$ cat src/rtl/load_store_unit.sv
// MIPS load/store sequencer: latches a request, computes the effective address,
// drives word-indexed memory strobes, merges sub-word stores and extends sub-word loads.
module load_store_unit #(
    parameter int MEM_LATENCY = 1
) (
    input  logic        clk,
    input  logic        rst_n,
    input  logic        start,
    input  logic [5:0]  opcode,
    input  logic [31:0] base,
    input  logic [15:0] offset,
    input  logic [31:0] store_data,
    output logic        busy,
    output logic        done,
    output logic [31:0] load_result,
    output logic        misaligned,
    output logic        illegal_op,
    output logic [31:0] mem_address,
    output logic [31:0] mem_write_data,
    output logic        sig_mem_read,
    output logic        sig_mem_write,
    input  logic [31:0] mem_read_data
);

    localparam logic [5:0] OP_LB  = 6'h20;
    localparam logic [5:0] OP_LH  = 6'h21;
    localparam logic [5:0] OP_LW  = 6'h23;
    localparam logic [5:0] OP_LBU = 6'h24;
    localparam logic [5:0] OP_LHU = 6'h25;
    localparam logic [5:0] OP_SB  = 6'h28;
    localparam logic [5:0] OP_SH  = 6'h29;
    localparam logic [5:0] OP_SW  = 6'h2B;

    localparam logic [3:0] LAST_CNT = 4'(MEM_LATENCY - 1);

    typedef enum logic [1:0] {
        S_IDLE,
        S_READ,
        S_WRITE,
        S_DONE
    } state_t;

    state_t      state_q, state_d;
    logic [3:0]  cnt_q, cnt_d;
    logic [5:0]  op_q, op_d;
    logic [1:0]  lane_q, lane_d;
    logic [15:0] sdata_q, sdata_d;
    logic        busy_q, busy_d;
    logic        done_q, done_d;
    logic [31:0] load_result_q, load_result_d;
    logic        misaligned_q, misaligned_d;
    logic        illegal_op_q, illegal_op_d;
    logic [31:0] mem_address_q, mem_address_d;
    logic [31:0] mem_write_data_q, mem_write_data_d;
    logic        sig_mem_read_q, sig_mem_read_d;
    logic        sig_mem_write_q, sig_mem_write_d;

    logic [31:0] ea;
    logic        op_legal;
    logic        op_misaligned;

    function automatic logic [31:0] extend_load(input logic [5:0] op, input logic [1:0] lane,
                                                input logic [31:0] word);
        logic [7:0]  b;
        logic [15:0] h;
        b = word[8*lane +: 8];
        h = lane[1] ? word[31:16] : word[15:0];
        case (op)
            OP_LB:   return {{24{b[7]}}, b};
            OP_LBU:  return {24'b0, b};
            OP_LH:   return {{16{h[15]}}, h};
            OP_LHU:  return {16'b0, h};
            default: return word;
        endcase
    endfunction

    // Only the addressed lane is replaced; all other bits of the read word survive.
    function automatic logic [31:0] merge_store(input logic [5:0] op, input logic [1:0] lane,
                                                input logic [31:0] word, input logic [15:0] sd);
        logic [31:0] m;
        m = word;
        if (op == OP_SB) begin
            m[8*lane +: 8] = sd[7:0];
        end else if (lane[1]) begin
            m[31:16] = sd;
        end else begin
            m[15:0] = sd;
        end
        return m;
    endfunction

    assign ea = base + {{16{offset[15]}}, offset};

    always_comb begin
        op_legal      = 1'b0;
        op_misaligned = 1'b0;
        case (opcode)
            OP_LB, OP_LBU, OP_SB: op_legal = 1'b1;
            OP_LH, OP_LHU, OP_SH: begin
                op_legal      = 1'b1;
                op_misaligned = ea[0];
            end
            OP_LW, OP_SW: begin
                op_legal      = 1'b1;
                op_misaligned = (ea[1:0] != 2'b00);
            end
            default: op_legal = 1'b0;
        endcase
    end

    always_comb begin
        state_d          = state_q;
        cnt_d            = cnt_q;
        op_d             = op_q;
        lane_d           = lane_q;
        sdata_d          = sdata_q;
        load_result_d    = load_result_q;
        misaligned_d     = misaligned_q;
        illegal_op_d     = illegal_op_q;
        mem_address_d    = mem_address_q;
        mem_write_data_d = mem_write_data_q;

        case (state_q)
            S_IDLE: begin
                if (start) begin
                    op_d          = opcode;
                    lane_d        = ea[1:0];
                    sdata_d       = store_data[15:0];
                    mem_address_d = {2'b00, ea[31:2]};
                    cnt_d         = 4'd0;
                    misaligned_d  = 1'b0;
                    illegal_op_d  = 1'b0;
                    if (!op_legal) begin
                        illegal_op_d = 1'b1;
                        state_d      = S_DONE;
                    end else if (op_misaligned) begin
                        misaligned_d = 1'b1;
                        state_d      = S_DONE;
                    end else if (opcode == OP_SW) begin
                        mem_write_data_d = store_data;
                        state_d          = S_WRITE;
                    end else begin
                        state_d = S_READ;
                    end
                end
            end
            S_READ: begin
                if (cnt_q == LAST_CNT) begin
                    if (op_q == OP_SB || op_q == OP_SH) begin
                        mem_write_data_d = merge_store(op_q, lane_q, mem_read_data, sdata_q);
                        state_d          = S_WRITE;
                    end else begin
                        load_result_d = extend_load(op_q, lane_q, mem_read_data);
                        state_d       = S_DONE;
                    end
                end else begin
                    cnt_d = cnt_q + 4'd1;
                end
            end
            S_WRITE: state_d = S_DONE;
            S_DONE:  state_d = S_IDLE;
            default: state_d = S_IDLE;
        endcase

        // Registered outputs are decoded from the state being entered.
        busy_d          = (state_d != S_IDLE);
        done_d          = (state_d == S_DONE);
        sig_mem_read_d  = (state_d == S_READ);
        sig_mem_write_d = (state_d == S_WRITE);
    end

    always_ff @(posedge clk) begin
        if (!rst_n) begin
            state_q          <= S_IDLE;
            cnt_q            <= 4'd0;
            busy_q           <= 1'b0;
            done_q           <= 1'b0;
            load_result_q    <= 32'd0;
            misaligned_q     <= 1'b0;
            illegal_op_q     <= 1'b0;
            mem_address_q    <= 32'd0;
            mem_write_data_q <= 32'd0;
            sig_mem_read_q   <= 1'b0;
            sig_mem_write_q  <= 1'b0;
        end else begin
            state_q          <= state_d;
            cnt_q            <= cnt_d;
            busy_q           <= busy_d;
            done_q           <= done_d;
            load_result_q    <= load_result_d;
            misaligned_q     <= misaligned_d;
            illegal_op_q     <= illegal_op_d;
            mem_address_q    <= mem_address_d;
            mem_write_data_q <= mem_write_data_d;
            sig_mem_read_q   <= sig_mem_read_d;
            sig_mem_write_q  <= sig_mem_write_d;
        end
    end

    // Request fields are only consumed after acceptance, so they need no reset.
    always_ff @(posedge clk) begin
        op_q    <= op_d;
        lane_q  <= lane_d;
        sdata_q <= sdata_d;
    end

    assign busy           = busy_q;
    assign done           = done_q;
    assign load_result    = load_result_q;
    assign misaligned     = misaligned_q;
    assign illegal_op     = illegal_op_q;
    assign mem_address    = mem_address_q;
    assign mem_write_data = mem_write_data_q;
    assign sig_mem_read   = sig_mem_read_q;
    assign sig_mem_write  = sig_mem_write_q;

endmodule

$ cat config.mk
export PLATFORM = sky130hd
export DESIGN_NAME = load_store_unit
export DESIGN_NICKNAME = d
export VERILOG_FILES = /design/src/rtl/load_store_unit.sv
export SDC_FILE = /design/constraint.sdc
export NUM_CORES = 1
export LEC_CHECK = 0
export BUFFER_PORTS_ARGS = -buffer_cell sky130_fd_sc_hd__buf_2
export CORE_UTILIZATION = 41
export CTS_CLUSTER_DIAMETER = 30
export CTS_CLUSTER_SIZE = 24
export DETAILED_ROUTE_END_ITERATION = 10
export HOLD_SLACK_MARGIN = 0.1
export PLACE_DENSITY = 0.72
export SYNTH_ARGS = -nofsm -noshare
export SYNTH_HDL_FRONTEND = slang
export SYNTH_SLANG_ARGS = --single-unit
$ cat constraint.sdc
create_clock -name clk -period 3.05 [get_ports clk]
set_input_delay 0.1525 -clock clk [delete_from_list [all_inputs] [get_ports clk]]
set_output_delay 0.1525 -clock clk [all_outputs]
set_load 0.005 [all_outputs]
=== After elaboration in Yosys (flattened, before gate mapping) ===
Index checks and enable logic that the tools add are counted.

* Add/subtract/negate cells: 3
* Equality and inequality tests: 27
* Shift operators: 3
* Multiplexer cells: 28
* Bitwise logic cells: 1
* Reduce and logical (&&, ||, !) cells: 13

{| class="wikitable"
|+ Operators with widths
! operator !! count
|-
| 2-to-1 mux 32 bit || 7
|-
| case mux 32 bit (4 select lines) || 1
|-
| equality test 6 bit (second input constant) || 14
|-
| case mux 32 bit (2 select lines) || 1
|-
| 2-to-1 mux 16 bit || 3
|-
| negation 5 -> 34 bit || 1
|-
| variable shift 8 x 34 -> 32 bit (first input constant) || 1
|-
| variable part select 8 x 34 -> 32 bit || 1
|-
| adder 32 bit || 1
|-
| bitwise mux 32 bit || 1
|-
| variable part select 32 x 6 -> 8 bit || 1
|-
| inequality test 2 bit (second input constant) || 7
|-
| 2-to-1 mux 2 bit || 5
|-
| equality test 2 bit (second input constant) || 4
|-
| 2-to-1 mux 4 bit || 2
|-
| case mux 2 bit (4 select lines) || 1
|-
| case mux 4 bit (2 select lines) || 1
|-
| OR reduction 8 bit || 1
|-
| AND reduction 7 bit || 1
|-
| AND reduction 3 bit || 2
|-
| nonzero test 2 bit || 3
|-
| 2-to-1 mux 1 bit || 5
|-
| adder 4 x 1 -> 4 bit (second input constant) || 1
|-
| equality test 2 x 1 -> 1 bit (second input constant) || 2
|-
| 8 further kinds || 8
|}

* Bits in registers: 130
* Input bits: 121
* Word-level logic and storage cells: 89

=== Depth between registers and ports, before layout ===
Gate-level depths: netlist of the first run.

* Depth after elaboration: 8
* Gate-level depth with buffers: 10
* Mapped depth without buffers: 9

=== Worst setup path before layout of the first run ===
OpenSTA, ideal clock, no wires.

* Kind: in2reg
* Start point: in offset[0]
* End point: reg mem_address_q[28] (netlist: mem_address[28])
* Library setup time: 0.130 ns
* Data arrival time: 2.271 ns
* Path slack: 0.650 ns
* Cell stages on the path: 9
* Path buffers: 0
* Cells stage by stage: ha_1 -> fa_1 -> a21o_1 -> a22o_1 -> o31ai_1 -> o311ai_0 -> a311oi_1 -> o21a_1 -> o211ai_1

* Word-level cells in the longest chain between the ends: 1

{| class="wikitable"
|+ RTL lines
! what !! line !! RTL
|-
| start, declared || 11 || <nowiki>input logic [15:0] offset,</nowiki>
|-
| adder 32 bit || 92 || <nowiki>assign ea = base + {{16{offset[15]}}, offset};</nowiki>
|-
| end signal, assigned || 193 || <nowiki>mem_address_q <= mem_address_d;</nowiki>
|-
| end, declared || 53 || <nowiki>logic [31:0] mem_address_q, mem_address_d;</nowiki>
|}

Every way passes these cells.
A chain may end at the register's enable or synchronous reset.

=== Worst setup path after layout of the first run ===
* Start point: reg op_q[0]
* End point: reg load_result_q[5] (netlist: load_result[5])

* Word-level cells in the longest chain between the ends: 4
* Elaborated cells on any way between the ends: 10

{| class="wikitable"
|+ RTL lines
! what !! line !! RTL
|-
| start, declared || 45 || <nowiki>logic [5:0] op_q, op_d;</nowiki>
|-
| start signal, assigned || 202 || <nowiki>op_q <= op_d;</nowiki>
|-
| equality test 6 bit || 149 || <nowiki>if (op_q == OP_SB || op_q == OP_SH) begin</nowiki>
|-
| logical OR 1 bit || 149 ||
|-
| NOT 1 bit (no source line) || -- ||
|-
| AND reduction 3 bit (no source line) || -- ||
|-
| end signal, assigned || 190 || <nowiki>load_result_q <= load_result_d;</nowiki>
|-
| end, declared || 50 || <nowiki>logic [31:0] load_result_q, load_result_d;</nowiki>
|}

Parallel ways exist; a longest one is shown, timed or not.

==> results of run 1 <==
layout by cell type, fill, tap and decap left out, types with 7 or more instances in the layout:
cell type / netlist / layout
clkbuf_16: 0 / 18
nand2_1: 127 / 127
o21a_1: 14 / 14
and2_1: 12 / 12
a2111oi_0: 7 / 7
o21ai_0: 57 / 57
xor2_1: 12 / 12
o21ai_1: 9 / 9
nor2_1: 83 / 82
buf_2: 1 / 220
a22o_1: 33 / 33
ha_1: 38 / 38
buf_4: 2 / 23
nand3_1: 17 / 17
inv_1: 14 / 14
xnor2_1: 9 / 9
nor3_1: 8 / 8
and3_1: 9 / 9
a221oi_1: 17 / 17
a21oi_1: 80 / 80
dfxtp_1: 106 / 106
o221ai_1: 9 / 9
clkinv_2: 0 / 7
a21o_1: 15 / 15
dlygate4sd3_1: 0 / 58
a222oi_1: 16 / 16
edfxtp_1: 24 / 24
repair_timing:
item | 4_1_cts | 5_1_grt
hold buffers | 58 | 0
setup buffers | 0 | 0
hold endpoints to repair | 67 | 0
setup endpoints to repair | 0 | 0
layer usage:
layer / share of wire / wire length, µm
met1: 0.42 / 10200
met2: 0.47 / 11500
met3: 0.087 / 2140
met4: 0.028 / 698
met5: 0.00033 / 8
layout make-up:
| class | instances | area (µm²) | area share |
|---|---|---|---|
| clock buffer | 19 | 464 | 0.0472 |
| sequential | 130 | 2840 | 0.289 |
| tap | 225 | 282 | 0.0286 |
| inverter | 17 | 63.8 | 0.00648 |
| timing repair buffer | 301 | 1850 | 0.188 |
| multi-input combinational | 670 | 4250 | 0.432 |
| clock inverter | 13 | 83.8 | 0.00852 |
cell families after synthesis:
logic type	synth area share
AOI/OAI and AO/OA	0.295
and+or+nand+nor	0.177
DFF	0.387
buffers and inverters	0.0339
adders and majority gates	0.0675
xor gates and xnor gates	0.0251
muxes	0.0136
other	0.000511
how the worst max path moves through the flow:
stage                            startpoint                              to  cells past startpoint
after floorplan                   offset[0]    mem_address[28]$_SDFFE_PN0P_                      9
after global placement            offset[0]    mem_address[24]$_SDFFE_PN0P_                     10
after detailed placement          offset[0]    mem_address[28]$_SDFFE_PN0P_                     10
after CTS                 op_q[4]$_DFFE_PP_  mem_write_data[9]$_SDFFE_PN0P_                      7
after global routing      op_q[0]$_DFFE_PP_     load_result[5]$_SDFFE_PN0P_                      7
final                     op_q[0]$_DFFE_PP_     load_result[5]$_SDFFE_PN0P_                      7
critical path, delay by kind of cell (launching register included):
family                 cells  cell delay, ns
AO/OA/AOI/OAI              2            0.86
AND/OR/NAND/NOR            4            0.86
flip-flops                 1            0.47
buffers and inverters      1            0.22
state kept, by name (all words and copies together), names as in the netlist:
signal          flops
busy                1
cnt_q               4
done                1
illegal_op          1
lane_q              2
load_result        32
mem_address        30
mem_write_data     32
misaligned          1
op_q                6
sdata_q            16
sig_mem_read        1
sig_mem_write       1
state_q             2
through the flow:
stage | worst slack, ns | cells | utilization | cell area (µm²) | hold slack [ns]
4_1_cts | 0.545 | 1375 | 0.567 | 9840 | 0.127
3_3_place_gp | 0.315 | 1285 | 0.502 | 8710 | 0.340
2_1_floorplan | 0.650 | 864 | - | 7340 | 0.251
5_1_grt | 0.338 | 1375 | 0.567 | 9840 | 0.132
3_5_place_dp | 0.278 | 1285 | 0.502 | 8710 | 0.342
6_report | 0.506 | 1375 | 0.567 | 9840 | 0.131
where the power goes:
group / total [µW] / switching (µW) / internal, µW / leakage, µW
Sequential: 1970 / 79.7 / 1890 / 0.00109
Clock: 1890 / 787 / 1100 / 0.000278
Combinational: 1210 / 699 / 510 / 0.00307
==> qor.yml, run 1 <==
hold_end: "lane_q[0]$_DFFE_PP_"
start_util: 0.423
worstHoldStart: "base[0]"
syn2layout_area_growth_pct: 34.1
pwr_density_cell_mw_per_mm2: 515
clockRootBuffer: "clkbuf_16"
crit_path_start_kind: "register"
yosysTopAreaCellShare: 0.289
die_h_um: 136
yosysMostFrequentCell: "nand2_1"
cp_data_arrival_time_ns: 2.82
grt_first_pass_wirelength_um: 37900
io_pins: 223
r2r-start: "op_q[0]$_DFFE_PP_"
first_global_vias: 7351
drv_cap: 0
synth_cells: 863
num_antenna_cells: 0
fillerInstances: 1586
portBuffers: 220
met2_usage: 0.438
avgViaCountPerCell: 5.64
crit_type: "reg -> reg"
synth_edf_count: 24
r2r_slack_ns: 0.51
met3_usage: 0.0688
drc: 0
fp.dieW_um: 136
cts-htree-levels: 4
nNetsFinal: 1297
dr.pass1.iters: 6
hp-class: "in -> reg"
ys_seq_area_frac: 0.387
drt-total-wl_um: 24600
cts_tree: "built"
fmax_mhz: 393
p_leak_uw: 0.00444
worst_slew_pin_slew_ns: 1.06
cp_slowest_cell: "a2111oi_0"
top_usage_layer: "met2"
drv_slew: 0
required_ns: 3.32
crit_fanout: 14
ys_top_cells_by_count: "127 x nand2_1, 106 x dfxtp_1, 83 x nor2_1, 80 x a21oi_1, 57 x o21ai_0"
clk_pin_slew_ns: 0.06
end_kind: "register"
synth.avg_cell_area_um2: 8.50
cts.path.max_buffers: 2
hold_depth: 2
grt_max_degree: 50
grt_util_all_layers: 0.266
power_uw: 5070
async_reset_ff_frac: 0
r2r_cells: 7
clock_skew_ns: 0.00729
antenna_left: 0
tns_ns: 0
ys_warn_count: 0
synth_flop_cell: "dfxtp_1"
r2r-end: "load_result[5]$_SDFFE_PN0P_"
cpPeakStageDelay_ns: 0.67
clock-sinks: 130
path_cells: "buf_4 -> nand2b_1 -> nor2_1 -> a22oi_1 -> nor2_1 -> a2111oi_0 -> nor2_1"
rows: 48
yosysUniqueCellTypes: 69
path_common_cell: "nor2_1"
fin_crit_ns: 2.54
drt_iter0_markers: 809
status: "completed"
ir_worst_vdd_mv: 0.396
synth-seq-cells: 130
fin_crit_sh: 0.834
hpwl_um: 17800
drive_gt1_frac: 0.254
vias: 7760
relSlewSlack: 0.288
grt_setup_unrepaired: "false"
setup_viol: 0
numCtsBuffers: 17
wl_per_cell_um: 17.9
antenna_found_initial: 1
met1_usage: 0.326
clk_latency_ns: 0.42
ys_top_cells_by_area: "dfxtp_1 29%, edfxtp_1 9.8%, nand2_1 6.5%"
core_mm2: 0.0174
hold_violations: 0
place.gp.congestion: 0.958
synth_area_mm2: 0.00734
dieArea_mm2: 0.0184
grt-ovfl-total: 0
yosys.area.top_type: "dfxtp_1"
ctsResizeCount: 0
Power figures use the tool's default switching activity.
==> run 2: changes to the inputs <==
--- a/config.mk
+++ b/config.mk
@@ -11,7 +11,7 @@
 export CTS_CLUSTER_SIZE = 24
 export DETAILED_ROUTE_END_ITERATION = 10
 export HOLD_SLACK_MARGIN = 0.1
-export PLACE_DENSITY = 0.72
+export PLACE_DENSITY = 0.75
 export SYNTH_ARGS = -nofsm -noshare
 export SYNTH_HDL_FRONTEND = slang
 export SYNTH_SLANG_ARGS = --single-unit
==> constraint.sdc (replaced) <==
create_clock -name clk -period 2.2 [get_ports clk]
set_input_delay 0.11 -clock clk [delete_from_list [all_inputs] [get_ports clk]]
set_output_delay 0.11 -clock clk [all_outputs]
set_load 0.005 [all_outputs]
==> qor.yml, run 2 (synthesis gave the netlist of run 1 again) <==
die_h_um: 136  # unchanged
crit_path_start_kind: "register"  # unchanged
final_cell_mix: "220 x buf_2, 125 x nand2_1, 106 x dfxtp_1"  # was 220 x buf_2, 127 x nand2_1, 106 x dfxtp_1
cts_tree: "built"  # unchanged
drt-total-wl_um: 26500  # was 24600 µm
grt_first_pass_wirelength_um: 39800  # was 37900 µm
p_leak_uw: 0.00489  # was 0.00444 µW
timing.final.ws_setup_ns: -0.195  # was 0.506 ns
numCtsBuffers: 17  # unchanged
io_pins: 223  # unchanged
drt_iter0_markers: 769  # was 809
final_core_util: 0.619  # was 0.567
vias: 8251  # was 7760
portBuffers: 220  # unchanged
status: "finished, violations left"  # was completed
drv_cap: 0  # unchanged
drc: 0  # unchanged
clockRootBuffer: "clkbuf_16"  # unchanged
grt-ovfl-total: 0  # unchanged
first_global_vias: 7820  # was 7351
final_common_cell: "buf_2"  # unchanged
worst_slew_pin_slew_ns: 0.552  # was 1.06 ns
fp.dieW_um: 136  # unchanged
clk_latency_ns: 0.43  # was 0.42 ns
cts.path.max_buffers: 2  # unchanged
fin_crit_ns: 2.40  # was 2.54 ns
clock_skew_ns: 0.0111  # was 0.00729 ns
syn2layout_area_growth_pct: 46.4  # was 34.1%
antenna_left: 0  # unchanged
violations: "setup timing"
hold_violations: 0  # unchanged
fmax_mhz: 417  # was 393 MHz
start_util: 0.423  # unchanged
place.gp.congestion: 0.963  # was 0.958
pwr_density_cell_mw_per_mm2: 707  # was 515 mW/mm²
antenna_found_initial: 1  # unchanged
hp-class: "in -> reg"  # unchanged
fin_crit_sh: 1.09  # was 0.834
dieArea_mm2: 0.0184  # unchanged
wl_per_cell_um: 18.3  # was 17.9 µm
fillerInstances: 1484  # was 1586
power_uw: 7590  # was 5070 µW
drv_slew: 0  # unchanged
required_ns: 2.57  # was 3.32 ns
drive_gt1_frac: 0.323  # was 0.254
nNetsFinal: 1368  # was 1297
crit_fanout: 8  # was 14
end_kind: "register"  # unchanged
cts-htree-levels: 4  # unchanged
grt_util_all_layers: 0.282  # was 0.266
dr.pass1.iters: 5  # was 6
grt_setup_unrepaired: "true"  # was false
cp_data_arrival_time_ns: 2.76  # was 2.82 ns
rows: 48  # unchanged
setup_viol: 31  # was 0
post-place-ws_ns: -0.244  # was 0.278 ns
avgViaCountPerCell: 5.70  # was 5.64
ir_worst_vdd_mv: 0.634  # was 0.396 mV
hpwl_um: 18500  # was 17800 µm
relSlewSlack: 0.631  # was 0.288
grt_max_degree: 43  # was 50
crit_type: "reg -> reg"  # unchanged
clock-sinks: 130  # unchanged
core_mm2: 0.0174  # unchanged
clk_pin_slew_ns: 0.06  # about the same
## run 2: cell count changes in the layout (fill, tap and decap cells not counted), moves of 3 or more
cell	before	now
o21ai_0	57	51
buf_4	23	87
a2111oi_2	0	3
buf_6	0	3
a221oi_2	0	11
a221oi_1	17	5
a2111oi_0	7	2
nor2_4	0	3
o21ai_1	9	15
nor2_1	82	79
## run 2: power breakdown
part           total [µW]  switching (µW)  internal, µW  leakage (µW)
combinational        1930            1060           863       0.00350
sequential           2740             113          2620       0.00109
clock                2930            1130          1800      0.000301
total                7590            2300          5290       0.00489
## run 2: per-stage QoR
| stage | std cells | TNS (ns) | hold WS [ns] | cell area (µm²) |
|---|---|---|---|---|
| after global placement | 1352 | -5.04 | 0.301 | 9290 |
| after floorplan | 864 | 0 | 0.209 | 7420 |
| final | 1447 | -2.84 | 0.131 | 10700 |
| after detailed placement | 1352 | -6.69 | 0.302 | 9290 |
| after global routing | 1446 | -5.39 | 0.138 | 10700 |
| after CTS | 1444 | -2.92 | 0.102 | 10600 |
## run 2: final cells by class
cell class              instances  area, µm²  area share
multi-input cells             670       4480       0.417
flip-flops and latches        130       2840       0.265
repair buffers                372       2470       0.230
clock buffers                  20        479      0.0446
well taps                     225        282      0.0262
clock inverters                12        125      0.0116
inverters                      17       65.1     0.00606
diodes                          1       2.50    0.000233
## run 2: worst max-delay path, cell delays in order, from the launching register on
cell and delay (ns):
edfxtp_1 0.36, or3b_4 0.41, or3_4 0.36, or3_4 0.37
nor3b_4 0.20, buf_6 0.16, a222oi_1 0.10, o21ai_1 0.20
a22o_1 0.18
## run 2: timing repair
item | in CTS | in global routing
gates resized for setup | 14 | 32
endpoints found under the hold margin | 72 | 0
buffers inserted | 1 | 1
pin swaps | 7 | 18
endpoints found under the setup margin | 33 | 62
hold buffers | 58 | 0
gates cloned | 1 | 2
## run 2: worst paths after layout
check	startpoint	end	slack (ns)	depth (start not counted)
setup / recovery	op_q[4]$_DFFE_PP_	mem_write_data[31]$_SDFFE_PN0P_	-0.20	8
hold / removal	mem_read_data[9]	load_result[9]$_SDFFE_PN0P_	0.13	3
setup reg to reg	op_q[4]$_DFFE_PP_	mem_write_data[31]$_SDFFE_PN0P_	-0.20	8
hold reg to reg	mem_address[19]$_SDFFE_PN0P_	mem_address[19]$_SDFFE_PN0P_	0.45	2
## run 2: metal layers
metal	up-vias	global-route usage	wire (µm)
met2	472	0.477	12600
li1	3907	-	-
met4	0	0.129	1010
met1	3802	0.332	10400
met5	-	0	0
met3	70	0.0733	2520
